===== config.mk =====
export PLATFORM = sky130hd
export DESIGN_NAME = mmio_timer
export DESIGN_NICKNAME = d
export VERILOG_FILES = /design/src/rtl/mmio_timer.sv
export SDC_FILE = /design/constraint.sdc
export NUM_CORES = 1
export LEC_CHECK = 0
export BUFFER_PORTS_ARGS = -buffer_cell sky130_fd_sc_hd__buf_2
export CAP_MARGIN = 20
export CORE_ASPECT_RATIO = 1.1
export CORE_UTILIZATION = 40
export CTS_CLUSTER_SIZE = 40
export DETAILED_ROUTE_END_ITERATION = 8
export PLACE_DENSITY = 0.75
export SYNTH_ARGS = -nofsm -noshare
export SYNTH_HDL_FRONTEND = slang
export SYNTH_SLANG_ARGS = --single-unit

===== constraint.sdc =====
create_clock -name clk -period 2.2 [get_ports clk]
set_input_delay 0.22 -clock clk [delete_from_list [all_inputs] [get_ports clk]]
set_output_delay 0.22 -clock clk [all_outputs]
set_load 0.005 [all_outputs]

===== src/rtl/mmio_timer.sv =====
// Memory-mapped prescaled 32-bit timer: CTRL/COUNT/COMPARE/STATUS window, compare match, auto-reload, W1C flags, level irq.
// Define TIMER_PRESCALER_EN to build the prescaler; otherwise EN ticks the counter every cycle.
module mmio_timer #(
    parameter int                   BUS_WIDTH      = 32,
    parameter logic [BUS_WIDTH-1:0] BASE_ADDR      = 32'h00003000,
    parameter int                   PRESCALE_WIDTH = 16
) (
    input  logic                 clk,
    input  logic                 rst_n,
    input  logic [BUS_WIDTH-1:0] addr,
    input  logic [BUS_WIDTH-1:0] write_data,
    input  logic                 write_en,
    output logic [BUS_WIDTH-1:0] read_data,
    output logic                 irq
);

    logic                 en, autoreload, irq_en, match, ovf;
    logic [BUS_WIDTH-1:0] count, compare;
    logic                 nxt_en, nxt_autoreload, nxt_irq_en, nxt_match, nxt_ovf, nxt_irq;
    logic [BUS_WIDTH-1:0] nxt_count, nxt_compare;

    logic       sel;
    logic [1:0] idx;
    logic       wr_ctrl, wr_count, wr_compare, wr_status;
    logic       tick, evt, hit, wrap, set_match, set_ovf;
    logic       unused_addr;

    assign sel         = (addr[BUS_WIDTH-1:4] == BASE_ADDR[BUS_WIDTH-1:4]);
    assign idx         = addr[3:2];
    assign unused_addr = ^addr[1:0];
    assign wr_ctrl     = write_en && sel && (idx == 2'd0);
    assign wr_count    = write_en && sel && (idx == 2'd1);
    assign wr_compare  = write_en && sel && (idx == 2'd2);
    assign wr_status   = write_en && sel && (idx == 2'd3);

`ifdef TIMER_PRESCALER_EN
    logic [PRESCALE_WIDTH-1:0] prescale, nxt_prescale, pre_cnt, nxt_pre_cnt;

    assign tick = en && (pre_cnt == prescale);

    always_comb begin
        nxt_prescale = wr_ctrl ? write_data[16 +: PRESCALE_WIDTH] : prescale;
        nxt_pre_cnt  = pre_cnt;
        if (wr_ctrl)
            nxt_pre_cnt = '0;
        else if (en)
            nxt_pre_cnt = (pre_cnt == prescale) ? '0 : pre_cnt + PRESCALE_WIDTH'(1);
    end

    always_ff @(posedge clk or negedge rst_n) begin
        if (!rst_n) begin
            prescale <= '0;
            pre_cnt  <= '0;
        end else begin
            prescale <= nxt_prescale;
            pre_cnt  <= nxt_pre_cnt;
        end
    end
`else
    assign tick = en;
`endif

    assign hit  = (count == compare);
    assign wrap = &count;
    // A COUNT write on a tick edge discards the tick, including any flag it would raise.
    assign evt       = tick && !wr_count;
    assign set_match = evt && hit;
    assign set_ovf   = evt && wrap && !(hit && autoreload);

    always_comb begin
        nxt_en         = wr_ctrl ? write_data[0] : en;
        nxt_autoreload = wr_ctrl ? write_data[1] : autoreload;
        nxt_irq_en     = wr_ctrl ? write_data[2] : irq_en;
        nxt_compare    = wr_compare ? write_data : compare;
        nxt_count      = count;
        if (wr_count)
            nxt_count = write_data;
        else if (tick)
            nxt_count = (hit && autoreload) ? '0 : count + BUS_WIDTH'(1);
        nxt_match = (match && !(wr_status && write_data[0])) || set_match;
        nxt_ovf   = (ovf   && !(wr_status && write_data[1])) || set_ovf;
        // irq is a flop fed from next-state so it rises on the flag-set edge without glitching.
        nxt_irq   = nxt_irq_en && (nxt_match || nxt_ovf);
    end

    always_ff @(posedge clk or negedge rst_n) begin
        if (!rst_n) begin
            en         <= 1'b0;
            autoreload <= 1'b0;
            irq_en     <= 1'b0;
            count      <= '0;
            compare    <= '0;
            match      <= 1'b0;
            ovf        <= 1'b0;
            irq        <= 1'b0;
        end else begin
            en         <= nxt_en;
            autoreload <= nxt_autoreload;
            irq_en     <= nxt_irq_en;
            count      <= nxt_count;
            compare    <= nxt_compare;
            match      <= nxt_match;
            ovf        <= nxt_ovf;
            irq        <= nxt_irq;
        end
    end

    always_comb begin
        read_data = '0;
        if (sel) begin
            case (idx)
                2'd0: begin
                    read_data[2:0] = {irq_en, autoreload, en};
`ifdef TIMER_PRESCALER_EN
                    read_data[16 +: PRESCALE_WIDTH] = prescale;
`endif
                end
                2'd1:    read_data = count;
                2'd2:    read_data = compare;
                default: read_data[1:0] = {ovf, match};
            endcase
        end
    end

endmodule


* Yosys cells after proc, flatten, opt, wreduce, memory -nomap -nowiden
Index checks and enable logic that the tools add are counted.
** Storage, ports and cells
- Register bits :: 70
- Bits of input ports :: 67
- Output and inout port bits :: 33
- Logic and storage cells :: 47
** Cells by class
- Add/sub/neg operators :: 1
- Reductions and logical operators :: 25
- Equality and inequality tests :: 5
- Multiplexer cells :: 8
** Operators by type and width (number)
- $mux W32 :: 4
- $pmux W29 S2 :: 1
- $add A32 B1 Y32 const B :: 1
- $eq A32 B32 Y1 :: 1
- $reduce_and A32 Y1 :: 1
- $eq A28 B10 Y1 const B :: 1
- $logic_and A1 B1 Y1 :: 15
- $pmux W2 S3 :: 1
- $eq A2 B2 Y1 const B :: 2
- $logic_not A1 Y1 :: 4
- $logic_or A1 B1 Y1 :: 3
- $pmux W1 S3 :: 1
- $eq A2 B1 Y1 const B :: 1
- $logic_not A2 Y1 :: 1
- $reduce_bool A2 Y1 :: 1
- $mux W1 :: 1

* Longest topological paths before layout
Gate-level depths: netlist (run 1).
- Depth after elaboration :: 10
- Gate-level depth with buffers :: 9

* Least setup slack after synthesis (run 1)
No wires, ideal clock.
- Path kind :: reg-to-reg
- Start :: reg count[0]
- End :: reg count[30]
- Stages on the path, launching flop included :: 9
- Path slack :: -0.046 ns
- Data arrival time :: 2.122 ns
- Clock period less this slack :: 2.246 ns
- Data required time :: 2.076 ns
- Path buffers :: 1
- Cells stage by stage :: dfrtp_1 -> ha_1 -> and3_4 -> nand2_2 -> or4_4 -> buf_6 -> or3_4 -> mux2i_1 -> o21ai_1
** Between the ends
- Longest elaborated chain between the ends :: 5
- Elaborated cells on any way between the ends :: 6
- Classes of those cells :: add/sub: 1; eq/ne: 1; mux: 3; reduce/logical: 1
** RTL lines
- start, declared :: RTL line 18 : logic [BUS_WIDTH-1:0] count, compare;
- start signal, assigned :: RTL line 100 : count <= nxt_count;
- parallel branches: the longest is 2 deep, another holds $add A32 B1 Y32
- $mux W32 (*) :: RTL line 79 : nxt_count = (hit && autoreload) ? '0 : count + BUS_WIDTH'(1);
- $mux W32 (*) :: RTL line 78 : else if (tick)
- $mux W32 (*) :: RTL line 76 : if (wr_count)
Every way passes the cells marked *. The select of a mux whose other input is x is not followed.
A chain may end at the register's enable or synchronous reset.

* Worst setup path after layout (run 1)
Same ends and word-level chain as after synthesis.

==> results of run 1 <==
-- metal layers --
layer	vias up	part of all wire	track usage
met5	-	0	0
met2	177	0.50	0.417
li1	2132	-	-
met4	0	0.030	0.124
met1	2231	0.41	0.293
met3	36	0.063	0.0524
-- what timing repair did --
| item | 4_1_cts | 5_1_grt |
|---|---|---|
| pin swaps | 1 | 11 |
| hold endpoints to repair | 15 | 0 |
| endpoints found under the setup margin | 17 | 40 |
| hold buffers | 1 | 0 |
| gates resized for setup | 5 | 28 |
| setup buffers | 1 | 6 |
-- power by group through the flow --
| stage | clock network, mW | registers (mW) | logic, mW |
|---|---|---|---|
| 2_1_floorplan | 0 | 1.31 | 0.0450 |
| 3_3_place_gp | 0 | 1.31 | 0.166 |
| 3_5_place_dp | 0 | 1.31 | 0.172 |
| 4_1_cts | 1.57 | 1.29 | 0.175 |
| 5_1_grt | 1.61 | 1.29 | 0.191 |
| 6_report | 1.55 | 1.29 | 0.176 |
-- worst min path at each step --
stage                   startpoint     endpoint  slack [ns]
global placement             rst_n  compare[24]        0.16
detailed placement           rst_n  compare[24]        0.17
global route        write_data[16]    count[16]        0.12
floorplan                    rst_n   autoreload       -0.08
finish              write_data[29]    count[29]        0.11
CTS                 write_data[22]    count[22]        0.10
-- stage by stage --
step / total power, mW / setup WS [ns] / hold WS (ns) / TNS, ns
2_1_floorplan: 1.36 / 0.0510 / -0.0756 / 0
3_3_place_gp: 1.48 / -0.0534 / 0.165 / -0.0534
6_report: 3.01 / -0.0147 / 0.108 / -0.0244
4_1_cts: 3.03 / -0.0153 / 0.104 / -0.0258
5_1_grt: 3.09 / -0.116 / 0.116 / -1.24
3_5_place_dp: 1.48 / -0.0328 / 0.166 / -0.123
-- worst max-delay path, delay by kind of cell, from the launching register on --
kind / cells / cell delay [ns]
and+or+nand+nor: 4 / 1.08
DFF: 1 / 0.40
adders and majority gates: 1 / 0.22
buffers and inverters: 1 / 0.16
muxes: 1 / 0.15
AOI/OAI and AO/OA: 1 / 0.08
-- Yosys cell counts, types with 3 or more instances --
library cell	number
a211o_1	3
nand4_1	22
clkbuf_1	27
nor3_1	12
nor4_1	14
a31oi_1	14
inv_1	12
nor2_1	58
and3_2	3
o21ai_0	12
nand3b_1	4
o21ai_1	3
xor2_1	7
nand2_1	26
dfrtp_1	70
buf_2	9
a22oi_1	29
and3_1	11
ha_1	6
and4_1	3
mux2_1	3
nand3_1	11
xnor2_1	38
a21oi_1	16
a222oi_1	3
mux2i_1	5
nor4_2	4
mux2_2	31
a22o_1	12
-- registers in the layout, indices dropped and copies added, names as in the netlist --
register,cells
compare,32
match,1
autoreload,1
irq,1
en,1
irq_en,1
ovf,1
count,32
-- cell type report --
cell class	count	area share
repair buffers	179	0.182
multi-input cells	375	0.447
flip-flops and latches	70	0.282
clock inverters	3	0.00644
clock buffers	13	0.0451
well taps	147	0.0296
inverters	12	0.00724
-- logic make-up (layout without fill, tap and decap cells) --
| group | after synthesis | after routing | share of synthesized area |
|---|---|---|---|
| xor+xnor | 45 | 45 | 0.0856 |
| mux | 39 | 39 | 0.0941 |
| simple gates | 186 | 186 | 0.228 |
| buf+inv | 52 | 207 | 0.0481 |
| compound gates | 99 | 99 | 0.147 |
| fa+ha+maj | 6 | 6 | 0.0163 |
| flops | 70 | 70 | 0.381 |
==> results by group, run 1 <==
Route
  – Initial drt markers: 331
  – ANT nets after route: 0
  – First drt pass iteration count: 6
  – WL/cell: 18.0 um
  – Final wirelength: 14,400 um
  – DRC Markers: 0
  – Via count: 4,576
  – Avg Vias per Cell: 5.73

Worst setup path
  – Setup crit end kind: flop
  – Reg-to-Reg Start: count[0]
  – Flop-to-flop setup slack: -0.01 ns
  – CP Class: reg2reg
  – Crit path from: count[0]
  – Worst EP arrival: 2.44 ns
  – CP endpoint: count[30]
  – Critical-path top delay cell: or4_4
  – CP Cell Sequence: ha_2 -> and3_4 -> nand2_2 -> or4_4 -> buf_6 -> or3_4 -> mux2i_1 -> o21ai_1
  – Worst Path Required: 2.42 ns
  – Critical Path Fanout Max: 7
  – Worst R2R End: count[30]
  – R2r worst-path depth: 8
  – Startpoint types: flop
  – Max stage delay on crit path: 0.52 ns

Yosys
  – Yosys cell types: 51
  – Synth Instances: 497
  – Cells taking the most area after synthesis: dfrtp_1 38%, mux2_2 7.6%, xnor2_1 7.2%
  – Synth Register Bits: 70
  – Primary FF master, synth: dfrtp_1
  – Mean area per synthesized cell: 9.26 um2
  – Sequential area share after synthesis: 0.381
  – EDFF count, synth: 0
  – Yosys warnings: 0
  – Share of the synthesized area in the top cell type: 0.381
  – Post-Syn Area: 4600 um2
  – Ys async rst share: 1.00
  – Post-Syn Nets: 570
  – Synth area leader: dfrtp_1

Timing
  – RSZ-0062 raised after global routing: true
  – Max-slew headroom: 0.648
  – Setup Viol. Count Final: 2
  – Worst setup margin: -0.0147 ns
  – Max Slew Vio Count: 0
  – Fmax: 0.452 GHz
  – Worst-Margin Slew: 0.528 ns
  – Min Tclk post-route: 2.21 ns
  – Clock skew: 0.00516 ns
  – Hold Vio Cnt, Final: 0
  – Final worst-path cycle share: 1.01

Layout
  – Multi-input gate area: 2780 um2
  – Final Util: 0.562
  – Commonest cells after routing, fill and taps aside: 97 x buf_2, 75 x buf_4, 68 x dfrtp_1, 57 x nor2_1, 31 x mux2_2
  – Nets: 720
  – Commonest non-fill, non-tap cell in the layout: buf_2
  – Post-Layout Cell Count: 799
  – Design area: 6220 um2
  – Filler Cells Inserted: 957
  – Antenna cells: 0
  – Area delta synth->final: 35.2%
  – FF/Latch Area: 1750 um2
  – Ratio of cells with drive above 1 in the final layout: 0.402

Floorplanning
  – Ports: 100
  – Die width: 104 um
  – DIE AREA: 11,900 um2
  – Placeable Area: 11,100 um2
  – Starting Density: 0.416
  – Die Y-Extent: 114 um
  – Cell row count: 40

Global route
  – Largest net degree at the start of global routing: 32
  – Initial antenna violation count: 0
  – First-pass GRT wire length: 23,000 um
  – Gr ovfl total: 0
  – Total track usage: 0.245
  – Vias in the first global route: 4,611

Power and ir drop
  – Peak supply drop: 0.308 mV
  – Internal: 2.36 mW
  – Cell area power density: 484 nW/um2
  – Sw Share: 0.217
  – Leak pwr: 2.93 nW
  – Clock share of power: 0.514
  – Sequential Power Share: 0.428
  – Logic gate share of total power: 0.059
  – P_sw: 0.655 mW

Place
  – DP Cell Count: 776
  – Hpwl dp: 10,500 um
  – Placed cell area: 5670 um2
  – Placer Congestion: 0.929
  – Number of I/O port buffers: 97

Clock tree
  – CTS tree: done
  – H-tree depth: 3
  – Longest Clk Path Bufs: 2
  – Reg clk slew, reported paths: 0.05 ns
  – Root buffer cell: clkbuf_16
  – Num CTS Buffers: 9
  – Clock Sinks: 70
  – Worst skew pair latency: 0.34 ns

Run
  – Max_cap viols: 0

Hold path
  – Hold Crit Depth: 3
  – Worst Hold Class: in2reg

Run status
  – Status: complete, but fails checks
  – Failing checks: negative setup slack
Note: power is estimated with default switching activity, not from simulation.
==> inputs of run 2 (changes only) <==
--- a/config.mk
+++ b/config.mk
@@ -11,7 +11,7 @@
 export CORE_UTILIZATION = 40
 export CTS_CLUSTER_SIZE = 40
 export DETAILED_ROUTE_END_ITERATION = 8
-export PLACE_DENSITY = 0.75
+export PLACE_DENSITY = 0.64
 export SYNTH_ARGS = -nofsm -noshare
 export SYNTH_HDL_FRONTEND = slang
 export SYNTH_SLANG_ARGS = --single-unit
==> constraint.sdc (replaced) <==
create_clock -name clk -period 2 [get_ports clk]
set_input_delay 0.2 -clock clk [delete_from_list [all_inputs] [get_ports clk]]
set_output_delay 0.2 -clock clk [all_outputs]
set_load 0.005 [all_outputs]
==> results by group, run 2 (synthesis gave the netlist of run 1 again) <==
Worst setup path
  – Reg-to-Reg Start: count[8]
  – Worst R2R End: count[26]
  – Startpoint types: flop
  – CP delay by family, top: simple AND/OR/NAND/NOR gates
  – R2r worst-path depth: 8
  – Setup crit end kind: flop
  – CP Cell Sequence: xnor2_2 -> nand4_1 -> nor4_4 -> buf_4 -> and2_4 -> a31oi_4 -> buf_6 -> a22o_1
  – Flop-to-flop setup slack: -0.21 ns
  – WP buf/inv: 2
  – CP Class: reg2reg
  – Critical-path top delay cell: dfrtp_1
  – Worst EP arrival: 2.43 ns
  – Critical Path Fanout Max: 5
  – Max stage delay on crit path: 0.43 ns
  – Worst Path Required: 2.21 ns

Layout
  – Area delta synth->final: 50.1%
  – Largest regs: compare x32, count x32
  – Post-Layout Cell Count: 851
  – Filler Cells Inserted: 899
  – Final Util: 0.624
  – Nets: 772
  – Ratio of cells with drive above 1 in the final layout: 0.494
  – Commonest cells after routing, fill and taps aside: 106 x buf_4, 97 x buf_2, 66 x dfrtp_1, 54 x nor2_1, 31 x mux2_2
  – Antenna cells: 0
  – Design area: 6910 um2
  – Commonest non-fill, non-tap cell in the layout: buf_4

Route
  – First drt pass iteration count: 5
  – WL/cell: 18.3 um
  – ANT nets after route: 0
  – Via count: 4,899
  – DRC Markers: 0
  – DR top layer: met4
  – DR WL met2: 7880 um
  – Wire length on met3: 987 um
  – Final wirelength: 15,600 um
  – Metal-1 WL: 6190 um
  – Avg Vias per Cell: 5.76
  – Initial drt markers: 336

Timing
  – Worst setup margin: -0.213 ns
  – Max-slew headroom: 0.579
  – Hold WS: 0.107 ns
  – Hold Vio Cnt, Final: 0
  – RSZ-0062 raised after global routing: true
  – Setup Viol. Count Final: 33
  – Final worst-path cycle share: 1.11
  – Max Slew Vio Count: 0
  – Min Tclk post-route: 2.21 ns
  – Worst-Margin Slew: 0.630 ns
  – Clock skew: 0.00680 ns
  – Fmax: 0.452 GHz

Power and ir drop
  – Tot Pwr: 3.22 mW
  – Cell area power density: 467 nW/um2
  – Leak pwr: 3.29 nW
  – Peak supply drop: 0.316 mV

Run status
  – Status: complete, but fails checks
  – Failing checks: negative setup slack

Clock tree
  – Reg clk slew, reported paths: 0.06 ns
  – Root buffer cell: clkbuf_16
  – Worst skew pair latency: 0.33 ns
  – Longest Clk Path Bufs: 2
  – Clock Sinks: 70
  – Num CTS Buffers: 9
  – CTS tree: done
  – H-tree depth: 3

Floorplanning
  – Starting Density: 0.416
  – Ports: 100
  – DIE AREA: 11,900 um2
  – Cell row count: 40
  – Placeable Area: 11,100 um2
  – Die width: 104 um
  – Die Y-Extent: 114 um

Global route
  – Initial antenna violation count: 0
  – First-pass GRT wire length: 23,700 um
  – Total track usage: 0.253
  – Vias in the first global route: 4,772
  – Gr ovfl total: 0
  – Largest net degree at the start of global routing: 71

Run
  – Max_cap viols: 0

Hold path
  – Worst Hold End: count[13]
  – Hold path startpoint: write_data[13]
  – Hold Crit Depth: 2
  – Worst Hold Class: in2reg

Place
  – Placed cell area: 6000 um2
  – Placer Congestion: 0.884
  – Number of I/O port buffers: 97
  – DP Cell Count: 816
  – Hpwl dp: 11,100 um
==> run 2: worst reg2reg max path, cell delays in order, from the launching register on <==
cell	delay [ns]
dfrtp_1	0.43
xnor2_2	0.23
nand4_1	0.19
nor4_4	0.36
buf_4	0.18
and2_4	0.17
a31oi_4	0.14
buf_6	0.21
a22o_1	0.18
==> run 2: how the worst max path moves through the flow <==
stage	startpoint	to	slack, ns	cells past startpoint
detailed placement	count[0]	irq	-0.21	8
global placement	count[1]	irq	-0.18	8
CTS	count[1]	irq	-0.18	8
floorplan	count[0]	count[30]	-0.15	8
finish	count[8]	count[26]	-0.21	8
global route	count[8]	count[26]	-0.27	8
==> run 2: cell type report <==
type	instances	area [um2]	share of cell area
Clock buffer	10	239	0.0346
Clock inverter	6	61.3	0.00888
Inverter	12	45.0	0.00652
Multi-Input combinational cell	375	3010	0.435
Sequential cell	70	1760	0.254
Tap cell	147	184	0.0266
Timing Repair Buffer	231	1610	0.234
==> run 2: repair_timing <==
action	4_1_cts	5_1_grt
cloned	0	1
pin swaps	6	40
endpoints found under the setup margin	57	66
hold endpoints to repair	70	0
hold buffers	1	0
resized for setup	22	81
setup buffers	5	17
==> run 2: per-layer routing <==
layer	vias up	GRT usage
met2	216	0.442
met1	2398	0.312
met5	-	0
met4	0	0.0990
li1	2237	-
met3	48	0.0433
==> run 2: power breakdown <==
part	internal [mW]	switching, mW	leakage (nW)
sequential	1.42	0.0000880	0.897
combinational	0.0798	0.114	2.24
clock	0.994	0.617	0.148
total	2.49	0.731	3.29
==> run 2: per-stage QoR <==
stage,setup slack (ns),TNS [ns]
4_1_cts,-0.181,-3.28
2_1_floorplan,-0.149,-0.528
5_1_grt,-0.273,-6.57
6_report,-0.213,-4.12
3_5_place_dp,-0.208,-5.47
3_3_place_gp,-0.177,-3.80
==> inputs of run 3 (changes only) <==
--- a/config.mk
+++ b/config.mk
@@ -7,7 +7,7 @@
 export LEC_CHECK = 0
 export BUFFER_PORTS_ARGS = -buffer_cell sky130_fd_sc_hd__buf_2
 export CAP_MARGIN = 20
-export CORE_ASPECT_RATIO = 1.1
+export CORE_ASPECT_RATIO = 1.2
 export CORE_UTILIZATION = 40
 export CTS_CLUSTER_SIZE = 40
 export DETAILED_ROUTE_END_ITERATION = 8
==> results by group, run 3 (synthesis gave the netlist of run 1 again) <==
Clock tree
  – Clock Sinks: 70
  – Num CTS Buffers: 9
  – CTS tree: done
  – H-tree depth: 3
  – Root buffer cell: clkbuf_16
  – Longest Clk Path Bufs: 2
  – Reg clk slew, reported paths: 0.06 ns
  – Worst skew pair latency: 0.34 ns

Worst setup path
  – Worst Path Required: 2.23 ns
  – R2r worst-path depth: 8
  – Flop-to-flop setup slack: -0.20 ns
  – Critical-path top delay cell: or4_4
  – Critical Path Fanout Max: 6
  – Max stage delay on crit path: 0.50 ns
  – Startpoint types: flop
  – Setup crit end kind: flop
  – WP buf/inv: 1
  – CP delay by family, top: simple AND/OR/NAND/NOR gates
  – CP Cell Sequence: ha_4 -> and3_4 -> nand2_2 -> or4_4 -> buf_6 -> nor3_1 -> xor2_1 -> a22o_1
  – Reg-to-Reg Start: count[1]
  – Worst R2R End: count[26]
  – Worst EP arrival: 2.43 ns
  – CP Class: reg2reg

Global route
  – First-pass GRT wire length: 25,000 um
  – Largest net degree at the start of global routing: 53
  – Vias in the first global route: 4,991
  – Gr ovfl total: 0
  – Total track usage: 0.272
  – Initial antenna violation count: 0

Timing
  – Fmax: 0.454 GHz
  – Clock skew: 0.00940 ns
  – Hold WS: 0.0904 ns
  – Max Slew Vio Count: 0
  – Max-slew headroom: 0.548
  – RSZ-0062 raised after global routing: true
  – Final worst-path cycle share: 1.10
  – Hold Vio Cnt, Final: 0
  – Setup Viol. Count Final: 31
  – Worst-Margin Slew: 0.677 ns
  – Worst setup margin: -0.202 ns
  – Min Tclk post-route: 2.20 ns

Power and ir drop
  – Tot Pwr: 3.35 mW
  – Peak supply drop: 0.313 mV
  – Leak pwr: 3.23 nW
  – Cell area power density: 492 nW/um2

Place
  – Hpwl dp: 11,000 um
  – Placer Congestion: 0.909
  – Number of I/O port buffers: 97
  – DP Cell Count: 819
  – Pre-CTS setup slack: -0.248 ns

Layout
  – Final Util: 0.612
  – Largest regs: compare x32, count x32
  – Nets: 762
  – Commonest cells after routing, fill and taps aside: 106 x buf_4, 97 x buf_2, 66 x dfrtp_1, 54 x nor2_1, 31 x mux2_2
  – Antenna cells: 0
  – Ratio of cells with drive above 1 in the final layout: 0.480
  – Post-Layout Cell Count: 848
  – Commonest non-fill, non-tap cell in the layout: buf_4
  – Filler Cells Inserted: 950
  – Area delta synth->final: 48.1%

Route
  – Avg Vias per Cell: 5.75
  – Via count: 4,877
  – Initial drt markers: 258
  – WL/cell: 18.8 um
  – First drt pass iteration count: 5
  – DRC Markers: 0
  – ANT nets after route: 0
  – Final wirelength: 16,000 um

Hold path
  – Worst Hold Class: in2reg
  – Hold Crit Depth: 3
  – Worst Hold End: count[29]
  – Hold path startpoint: write_data[29]

Floorplanning
  – Ports: 100
  – Die Y-Extent: 119 um
  – DIE AREA: 11,900 um2
  – Placeable Area: 11,100 um2
  – Die width: 99.9 um
  – Cell row count: 42
  – Starting Density: 0.413

Run status
  – Status: complete, but fails checks
  – Failing checks: negative setup slack

Run
  – Max_cap viols: 0
run 3: worst max path at each step:
stage | start | end | slack (ns) | cells past startpoint
6_report | count[1] | count[26] | -0.20 | 8
5_1_grt | count[0] | count[26] | -0.24 | 8
4_1_cts | count[1] | count[30] | -0.12 | 8
3_5_place_dp | count[4] | count[7] | -0.25 | 8
3_3_place_gp | count[4] | count[7] | -0.20 | 8
2_1_floorplan | count[0] | count[30] | -0.15 | 8
run 3: where the power goes:
group	switching (mW)	total [mW]	internal, mW
Combinational	0.114	0.192	0.0780
Sequential	0.0000858	1.42	1.42
Clock	0.619	1.74	1.12
Total	0.733	3.35	2.62
run 3: metrics by stage:
stage	area, um2	TNS, ns
detailed placement	5980	-5.56
global placement	5980	-4.51
floorplan	4660	-0.528
finish	6810	-2.78
CTS	6580	-1.63
global route	6810	-5.18
run 3: routing by layer:
layer	vias to the layer above	wire, um	part of all wire	GRT usage
li1	2229	-	-	-
met1	2391	6230	0.39	0.334
met2	210	8290	0.52	0.472
met3	47	850	0.053	0.0332
met4	0	593	0.037	0.129
met5	-	0	0	0
run 3: repair_timing:
action                                  in CTS  in global routing
resized for setup                           49                 44
endpoints found under the setup margin      63                 63
cloned                                       1                  0
setup buffers                                8                  4
endpoints found under the hold margin       18                  0
pin swaps                                   13                 17
hold buffers                                 1                  0
run 3: worst reg2reg max path: stages (launching register included):
cell and delay (ns):
dfrtp_2 0.43, ha_4 0.15, and3_4 0.18, nand2_2 0.06
or4_4 0.50, buf_6 0.16, nor3_1 0.28, xor2_1 0.12
a22o_1 0.21
run 3: area by class of cell:
cell class                 count  area [um2]  area share
clock buffer                  12         246      0.0362
clock inverter                 4        70.1      0.0103
inverter                      12        45.0     0.00661
multi-input combinational    375        3000       0.441
sequential                    70        1760       0.258
tap                          154         193      0.0283
timing repair buffer         221        1500       0.220
